`src/rtl/riscv_pkg.sv`:
```
// Shared RV32 control constants: opcodes, ALU operation codes and sequencer state encoding.
package riscv_pkg;

   localparam int SEL_W = 4;

   localparam logic [6:0] OP     = 7'b0110011;
   localparam logic [6:0] OP_IMM = 7'b0010011;
   localparam logic [6:0] LOAD   = 7'b0000011;
   localparam logic [6:0] STORE  = 7'b0100011;
   localparam logic [6:0] BRANCH = 7'b1100011;
   localparam logic [6:0] JAL    = 7'b1101111;
   localparam logic [6:0] JALR   = 7'b1100111;
   localparam logic [6:0] AUIPC  = 7'b0010111;

   localparam logic [SEL_W-1:0] ALU_ADD   = 4'b0000;
   localparam logic [SEL_W-1:0] ALU_SUB   = 4'b0001;
   localparam logic [SEL_W-1:0] ALU_ADDI  = 4'b0010;
   localparam logic [SEL_W-1:0] ALU_BEQ   = 4'b0110;
   localparam logic [SEL_W-1:0] ALU_BNE   = 4'b0111;
   localparam logic [SEL_W-1:0] ALU_BLT   = 4'b1001;
   localparam logic [SEL_W-1:0] ALU_BLTU  = 4'b1010;
   localparam logic [SEL_W-1:0] ALU_JALR  = 4'b1011;
   localparam logic [SEL_W-1:0] ALU_JAL   = 4'b1100;
   localparam logic [SEL_W-1:0] ALU_AUIPC = 4'b1101;

   typedef enum logic [2:0] {
      S_FETCH  = 3'd0,
      S_DECODE = 3'd1,
      S_EXEC   = 3'd2,
      S_MEM    = 3'd3,
      S_WB     = 3'd4,
      S_TRAP   = 3'd5
   } state_t;

endpackage

```
`src/rtl/rv_ctrl_decode.sv`:
```
// Combinational instruction classifier: latched IR -> ALU op, instruction class flags, legality.
module rv_ctrl_decode
   import riscv_pkg::*;
(
   input  logic [31:0]      ir,
   output logic [SEL_W-1:0] alu_sel,
   output logic             is_load,
   output logic             is_store,
   output logic             is_branch,
   output logic             uses_imm,
   output logic             writes_rd,
   output logic             illegal
);

   logic [6:0] opcode;
   logic [2:0] funct3;
   logic [6:0] funct7;
   logic       rd_nonzero;
   logic       unused_ir_bits;

   assign opcode         = ir[6:0];
   assign funct3         = ir[14:12];
   assign funct7         = ir[31:25];
   assign rd_nonzero     = |ir[11:7];
   assign unused_ir_bits = ^ir[24:15];

   always_comb begin
      alu_sel   = ALU_ADD;
      is_load   = 1'b0;
      is_store  = 1'b0;
      is_branch = 1'b0;
      uses_imm  = 1'b0;
      writes_rd = 1'b0;
      illegal   = 1'b0;
      case (opcode)
         OP: begin
            writes_rd = rd_nonzero;
            if (funct3 == 3'b000 && funct7 == 7'b0000000)      alu_sel = ALU_ADD;
            else if (funct3 == 3'b000 && funct7 == 7'b0100000) alu_sel = ALU_SUB;
            else                                               illegal = 1'b1;
         end
         OP_IMM: begin
            alu_sel   = ALU_ADDI;
            uses_imm  = 1'b1;
            writes_rd = rd_nonzero;
            illegal   = (funct3 != 3'b000);
         end
         LOAD: begin
            alu_sel   = ALU_ADDI;
            uses_imm  = 1'b1;
            is_load   = 1'b1;
            writes_rd = rd_nonzero;
            illegal   = (funct3 != 3'b010);
         end
         STORE: begin
            alu_sel  = ALU_ADDI;
            uses_imm = 1'b1;
            is_store = 1'b1;
            illegal  = (funct3 != 3'b010);
         end
         BRANCH: begin
            is_branch = 1'b1;
            case (funct3)
               3'b000:  alu_sel = ALU_BEQ;
               3'b001:  alu_sel = ALU_BNE;
               3'b100:  alu_sel = ALU_BLT;
               3'b110:  alu_sel = ALU_BLTU;
               default: illegal = 1'b1;
            endcase
         end
         JAL: begin
            alu_sel   = ALU_JAL;
            uses_imm  = 1'b1;
            writes_rd = rd_nonzero;
         end
         JALR: begin
            alu_sel   = ALU_JALR;
            uses_imm  = 1'b1;
            writes_rd = rd_nonzero;
            illegal   = (funct3 != 3'b000);
         end
         AUIPC: begin
            alu_sel   = ALU_AUIPC;
            uses_imm  = 1'b1;
            writes_rd = rd_nonzero;
         end
         default: illegal = 1'b1;
      endcase
   end

endmodule

```
`src/rtl/rv_multicycle_ctrl.sv`:
```
// Multicycle FETCH/DECODE/EXEC/MEM/WB sequencer driving the RV32 ALU, register file, PC and data memory.
//  state  | meaning
//  FETCH  | ready for an instruction, latch IR on valid
//  DECODE | classify IR, illegal -> TRAP
//  EXEC   | ALU op from IR; branches retire here
//  MEM    | hold mem_req until ack; stores retire on ack
//  WB     | register write (unless rd = x0) and PC update
//  TRAP   | sticky illegal-instruction stop until reset
module rv_multicycle_ctrl
   import riscv_pkg::*;
#(
   parameter int XLEN = 32
) (
   input  logic             clk,
   input  logic             rst,
   input  logic             instr_valid_i,
   input  logic [XLEN-1:0]  instr_i,
   output logic             instr_ready_o,
   input  logic             mem_ack_i,
   output logic             mem_req_o,
   output logic             mem_we_o,
   output logic [SEL_W-1:0] alu_sel_o,
   output logic             alu_src_imm_o,
   output logic             reg_we_o,
   output logic [1:0]       wb_sel_o,
   output logic             pc_we_o,
   output logic             trap_o
);

   state_t           state;
   logic [XLEN-1:0]  ir;
   logic [SEL_W-1:0] dec_alu_sel;
   logic             is_load, is_store, is_branch, uses_imm, writes_rd, illegal;

   rv_ctrl_decode u_decode (
      .ir        (ir),
      .alu_sel   (dec_alu_sel),
      .is_load   (is_load),
      .is_store  (is_store),
      .is_branch (is_branch),
      .uses_imm  (uses_imm),
      .writes_rd (writes_rd),
      .illegal   (illegal)
   );

   always_ff @(posedge clk or posedge rst) begin
      if (rst) begin
         state <= S_FETCH;
         ir    <= '0;
      end else begin
         case (state)
            S_FETCH: if (instr_valid_i) begin
               ir    <= instr_i;
               state <= S_DECODE;
            end
            S_DECODE: state <= illegal ? S_TRAP : S_EXEC;
            S_EXEC: begin
               if (is_load || is_store) state <= S_MEM;
               else if (is_branch)      state <= S_FETCH;
               else                     state <= S_WB;
            end
            S_MEM:   if (mem_ack_i) state <= is_load ? S_WB : S_FETCH;
            S_WB:    state <= S_FETCH;
            S_TRAP:  state <= S_TRAP;
            default: state <= S_FETCH;
         endcase
      end
   end

   // A store retires in the cycle its ack arrives, so pc_we follows mem_ack_i there.
   always_comb begin
      instr_ready_o = 1'b0;
      mem_req_o     = 1'b0;
      mem_we_o      = 1'b0;
      alu_sel_o     = ALU_ADD;
      alu_src_imm_o = 1'b0;
      reg_we_o      = 1'b0;
      wb_sel_o      = 2'b00;
      pc_we_o       = 1'b0;
      trap_o        = 1'b0;
      case (state)
         S_FETCH: instr_ready_o = 1'b1;
         S_EXEC: begin
            alu_sel_o     = dec_alu_sel;
            alu_src_imm_o = uses_imm;
            pc_we_o       = is_branch;
         end
         S_MEM: begin
            mem_req_o = 1'b1;
            mem_we_o  = is_store;
            pc_we_o   = is_store && mem_ack_i;
         end
         S_WB: begin
            reg_we_o = writes_rd;
            wb_sel_o = is_load ? 2'b01 : 2'b00;
            pc_we_o  = 1'b1;
         end
         S_TRAP:  trap_o = 1'b1;
         default: ;
      endcase
   end

endmodule
```
`config.mk`:
```
export PLATFORM = sky130hd
export DESIGN_NAME = rv_multicycle_ctrl
export DESIGN_NICKNAME = d
export VERILOG_FILES = /design/src/rtl/riscv_pkg.sv /design/src/rtl/rv_ctrl_decode.sv /design/src/rtl/rv_multicycle_ctrl.sv
export SDC_FILE = /design/constraint.sdc
export NUM_CORES = 1
export LEC_CHECK = 0
export CAP_MARGIN = 20
export CORE_MARGIN = 1
export CORE_UTILIZATION = 51
export CTS_BUF_LIST = sky130_fd_sc_hd__clkbuf_16
export DETAILED_ROUTE_END_ITERATION = 10
export HOLD_SLACK_MARGIN = 0.1
export PLACE_DENSITY = 0.81
export SLEW_MARGIN = 20
export SYNTH_ARGS = -nofsm -noshare
export SYNTH_HDL_FRONTEND = slang
export SYNTH_HIERARCHICAL = 1
export SYNTH_SLANG_ARGS = --single-unit
```
`constraint.sdc`:
```
create_clock -name clk -period 2.2 [get_ports clk]
set_input_delay 0.44 -clock clk [delete_from_list [all_inputs] [get_ports clk]]
set_output_delay 0.44 -clock clk [all_outputs]
set_load 0.05 [all_outputs]
```
# After elaboration in Yosys (flattened, before gate mapping)

Index checks and enable logic that the tools add are counted.
Widths: inputs -> output; s select.

Eq/ne operators: 20
Multiplexer cells: 30
Reductions and logical operators: 18

Operators by type and width:

| cell               | count |
|---|---|
| $pmux 4 s6         | 1 |
| $eq 7x6->1 const B | 3 |
| $eq 7x7->1 const B | 3 |
| $mux 3             | 6 |
| $mux 1             | 17 |
| $pmux 4 s4         | 1 |
| $pmux 3 s5         | 1 |
| $eq 7x5->1 const B | 2 |
| $eq 3x3->1 const B | 4 |
| $reduce_or 6->1    | 2 |
| $mux 4             | 2 |
| $eq 7x2->1 const B | 1 |
| $logic_not 7->1    | 1 |
| $eq 3x1->1 const B | 2 |
| $eq 3x2->1 const B | 2 |
| $logic_not 3->1    | 2 |
| $reduce_or 2->1    | 3 |
| $pmux 1 s5         | 1 |
| $reduce_or 5->1    | 1 |
| $ne 2x2->1 const B | 2 |
| $reduce_and 2->1   | 2 |
| $reduce_or 4->1    | 1 |
| $logic_and 1x1->1  | 3 |
| $ne 3x2->1 const B | 1 |
| 4 further kinds    | 4 |

Register bits after elaboration: 35
Input bits: 36
Output and inout bits: 13
Word-level logic and storage cells: 70

# Longest topological paths before layout

Depth after elaboration: 7
Depth in mapped cells: 8
Gate-level depth less buffers: 7

# Modules after synthesis

Netlist, hierarchy kept.

By module, submodules not included:

| module             | instances | cells each | area an instance (um^2) | sequential area each (um^2) |
|---|---|---|---|---|
| rv_multicycle_ctrl | 1         | 115        | 1710.4                  | 875.8 |
| rv_ctrl_decode     | 1         | 67         | 394.1                   | 0.0 |

# Worst setup path before layout

Ideal clock, no wire load.

Path kind: reg-to-output
Start: reg ir[3]
End: out pc_we_o
Data arrival time: 2.104 ns
Required time: 1.760 ns
Path slack: -0.344 ns
Cell stages (with the launch flop): 7
Buffers on the path: 1
Path through: dfrtp_1 clkbuf_1 nor2_1 nand4_1 nor3b_1 nand2_1 o22ai_1

Longest elaborated chain between the ends: 4
Elaborated cells on any way between the ends: 6
Classes of those cells: eq/ne: 2; mux: 3; reduce/logical: 1

RTL lines:

| what                   | RTL line                 | RTL |
|---|---|---|
| start, declared        | rv_multicycle_ctrl.sv:31 | `logic [XLEN-1:0] ir;` |
| start signal, assigned | rv_multicycle_ctrl.sv:53 | `ir <= instr_i;` |
| $eq 7x6->1             | rv_ctrl_decode.sv:35     | `case (opcode)` |
| $mux 1                 | rv_ctrl_decode.sv:35     |  |
| named net is_store     | rv_multicycle_ctrl.sv:33 | `logic is_load, is_store, is_branch, uses_imm, writes_rd, illegal;` |
| $logic_and 1x1->1      | rv_multicycle_ctrl.sv:91 | `pc_we_o = is_store && mem_ack_i;` |
| $pmux 1 s3             | rv_multicycle_ctrl.sv:81 | `case (state)` |
| end, declared          | rv_multicycle_ctrl.sv:26 | `output logic pc_we_o,` |

The timed path passes the listed nets, and every way through them passes these cells.

# Worst setup path in the final report

Start: reg ir[5]
End: out alu_sel_o[2]

Longest elaborated chain between the ends: 4
Elaborated cells on any way between the ends: 11
Classes of those cells: eq/ne: 8; mux: 2; reduce/logical: 1

RTL lines:

| what                                     | RTL line                 | RTL |
|---|---|---|
| $eq 7x5->1, or another cell as far along | rv_ctrl_decode.sv:35     |  |
| $reduce_or 3->1 (no line)                | -                        |  |
| $pmux 4 s6 *                             | rv_ctrl_decode.sv:35     |  |
| named net dec_alu_sel[2]                 | rv_multicycle_ctrl.sv:32 | `logic [SEL_W-1:0] dec_alu_sel;` |
| $mux 4 *                                 | rv_multicycle_ctrl.sv:81 |  |
| end, declared                            | rv_multicycle_ctrl.sv:22 | `output logic [SEL_W-1:0] alu_sel_o,` |

Mark *: on every way through the listed nets, which the timed path passes. The rest lies on a longest branch.

==> results_dict.tcl <==
set metrics [dict create \
    end_kind "primary output" \
    ant_nets 0 \
    nNetsFinal 254 \
    period_needed_ns 2.31 \
    setup_tns_ns -0.382 \
    io_buffers 37 \
    num_vias 1499 \
    startpoint "ir[5]" \
    status "finished, violations left" \
    syn_area_um2 1710 \
    synthCells 162 \
    path_clk_slew_ns 0.07 \
    dr.pass1.iters 4 \
    grt_pass1_wl_mm 7.17 \
    p_sw_mw 1.39 \
    r2r_start "ir[5]" \
    final_hold_viol_count 0 \
    hold_end "ir[25]" \
    design_area_um2 2550 \
    rows 20 \
    drc 0 \
    cts.sinks 25 \
    dp_hpwl_mm 2.92 \
    swShare_pct 40.8 \
    arrival_ns 1.87 \
    whs_ns 0.491 \
    violations "setup timing" \
    initial_core_util_pct 55.0 \
    slew_headroom_pct 66.1 \
    core_area_um2 3100 \
    clkPwrFrac_pct 12.5 \
    cts_tree "done" \
    start_kind "flop" \
    final.setup.worst_slack_ns -0.107 \
    rrSetupSlack_ns 0.07 \
    tightestPinTransition_ns 0.508 \
    grt_overflow 0 \
    area_growth_syn_to_layout_pct 49.2 \
    cts_root_buf "clkbuf_16" \
    drt_wl_total_mm 4.73 \
    leakagePower_nw 1.07 \
    rsz0062_at_grt "yes" \
    fillCellCount 198 \
    crit_type "flop to primary output" \
    setup_viol 7 \
    maxCapViolations 0 \
    cp_max_fo 7 \
    ir_worst_vdd_uv 864 \
    pwr-share-seq_pct 29.8 \
    gp_congestion 0.850 \
    synth_warnings 6 \
    min-delay-path-class "flop to flop" \
    n_antenna_cell 0 \
    r2r_end "state[0]" \
    viasPerCell 5.74 \
    period_share_pct 105 \
    htreeDepth 1 \
    seqCellArea_um2 634 \
    min_from "ir[25]" \
    multi_input_area_um2 1050 \
    grt_pass1_vias 1532 \
    clk_latency_ns 0.26 \
    slew_violations 0 \
    hold-path-cell-count 1 \
    max_freq_mhz 433 \
    wl_per_cell_um 18.1 \
    die-area_um2 3580 \
    required_ns 1.76 \
    drtIter0Drc 82 \
    numCtsBuffers 3 \
    grt_start_max_net_pins 26 \
    syn_avg_cell_area_um2 10.5 \
    grt_usage_pct 27.3 \
    p_per_area_nw_per_um2 1340 \
    antenna_found_initial 0 \
    layout-drive-gt1-share_pct 45.2 \
    io-pin-count 49 \
    die_width_um 59.9 \
    syn-num-nets 198 \
    rr_worst_depth 8 \
    die_h_um 59.9 \
    finClkSkew_ns 0.00280 \
    cts_max_path_buffers 2 \
    placed_area_um2 2160 \
    p_int_mw 2.02 \
    comb_power_share_pct 57.7 \
]
layout by cell type (no fill, tap or decap), drive strengths merged, types with 3 or more instances in the layout:
master and n:
a21oi 7, and2 3, and3 8, buf 41
clkbuf 3, clkdlybuf4s50 25, dfrtp 25, inv 4
mux2 22, nand2 9, nor2 11, nor2b 5
nor3 7, nor4 5, o211ai 3, o21ai 10
worst max-delay path by stage:
stage,end,slack (ns)
3_5_place_dp,alu_sel_o[3],0.01
2_1_floorplan,mem_we_o,0.008
6_report,alu_sel_o[2],-0.11
3_3_place_gp,reg_we_o,0.10
4_1_cts,alu_sel_o[3],-0.08
5_1_grt,alu_sel_o[2],-0.19
critical path, cell delays in order, from the launching register on:
cell and delay [ns]:
dfrtp_2 0.48, buf_6 0.15, nor4b_4 0.31, a21o_1 0.14, a32oi_1 0.07, nor2_1 0.12
and3_4 0.20, buf_12 0.13
cell type report:
type | count | share of cell area [%]
well taps | 44 | 2.16
flip-flops and latches | 25 | 24.9
clock inverters | 1 | 0.295
multi-input cells | 118 | 41.4
repair buffers | 66 | 27.7
inverters | 4 | 0.589
clock buffers | 3 | 2.95
sequential cells by signal (all words and copies together) (netlist names):
signal  count
ir         22
state       3
power groups by stage:
stage	logic, mW	clock network [mW]	registers [mW]
2_1_floorplan	1.31	0	0.826
3_3_place_gp	1.37	0	0.990
3_5_place_dp	1.42	0	1.02
4_1_cts	1.73	0.426	1.01
5_1_grt	2.08	0.449	1.05
6_report	1.97	0.428	1.02
layer usage:
metal | vias up | global-route usage [%] | wire length [um]
li1 | 694 | - | -
met1 | 739 | 33.7 | 1940
met2 | 56 | 47.6 | 2500
met3 | 10 | 4.33 | 207
met4 | 0 | 10.3 | 81
met5 | - | 0 | 0
per-stage QoR:
| step | utilization [%] | worst slack (ns) | total power [mW] | instances |
|---|---|---|---|---|
| finish | 82.1 | -0.107 | 3.41 | 261 |
| global route | 82.1 | -0.192 | 3.58 | 261 |
| CTS | 78.9 | -0.0833 | 3.17 | 254 |
| detailed placement | 69.7 | 0.0132 | 2.44 | 239 |
| global placement | 69.7 | 0.103 | 2.36 | 239 |
| floorplan | - | 0.00798 | 2.14 | 162 |
what timing repair did:
action                                  in CTS  in global routing
pin swaps                                   10                  9
buffers inserted                            11                  7
resized for setup                           25                 15
endpoints found under the setup margin       8                 10
hold buffers                                 0                  0
hold endpoints to repair                     0                  0
(Power assumes the default switching activity.)
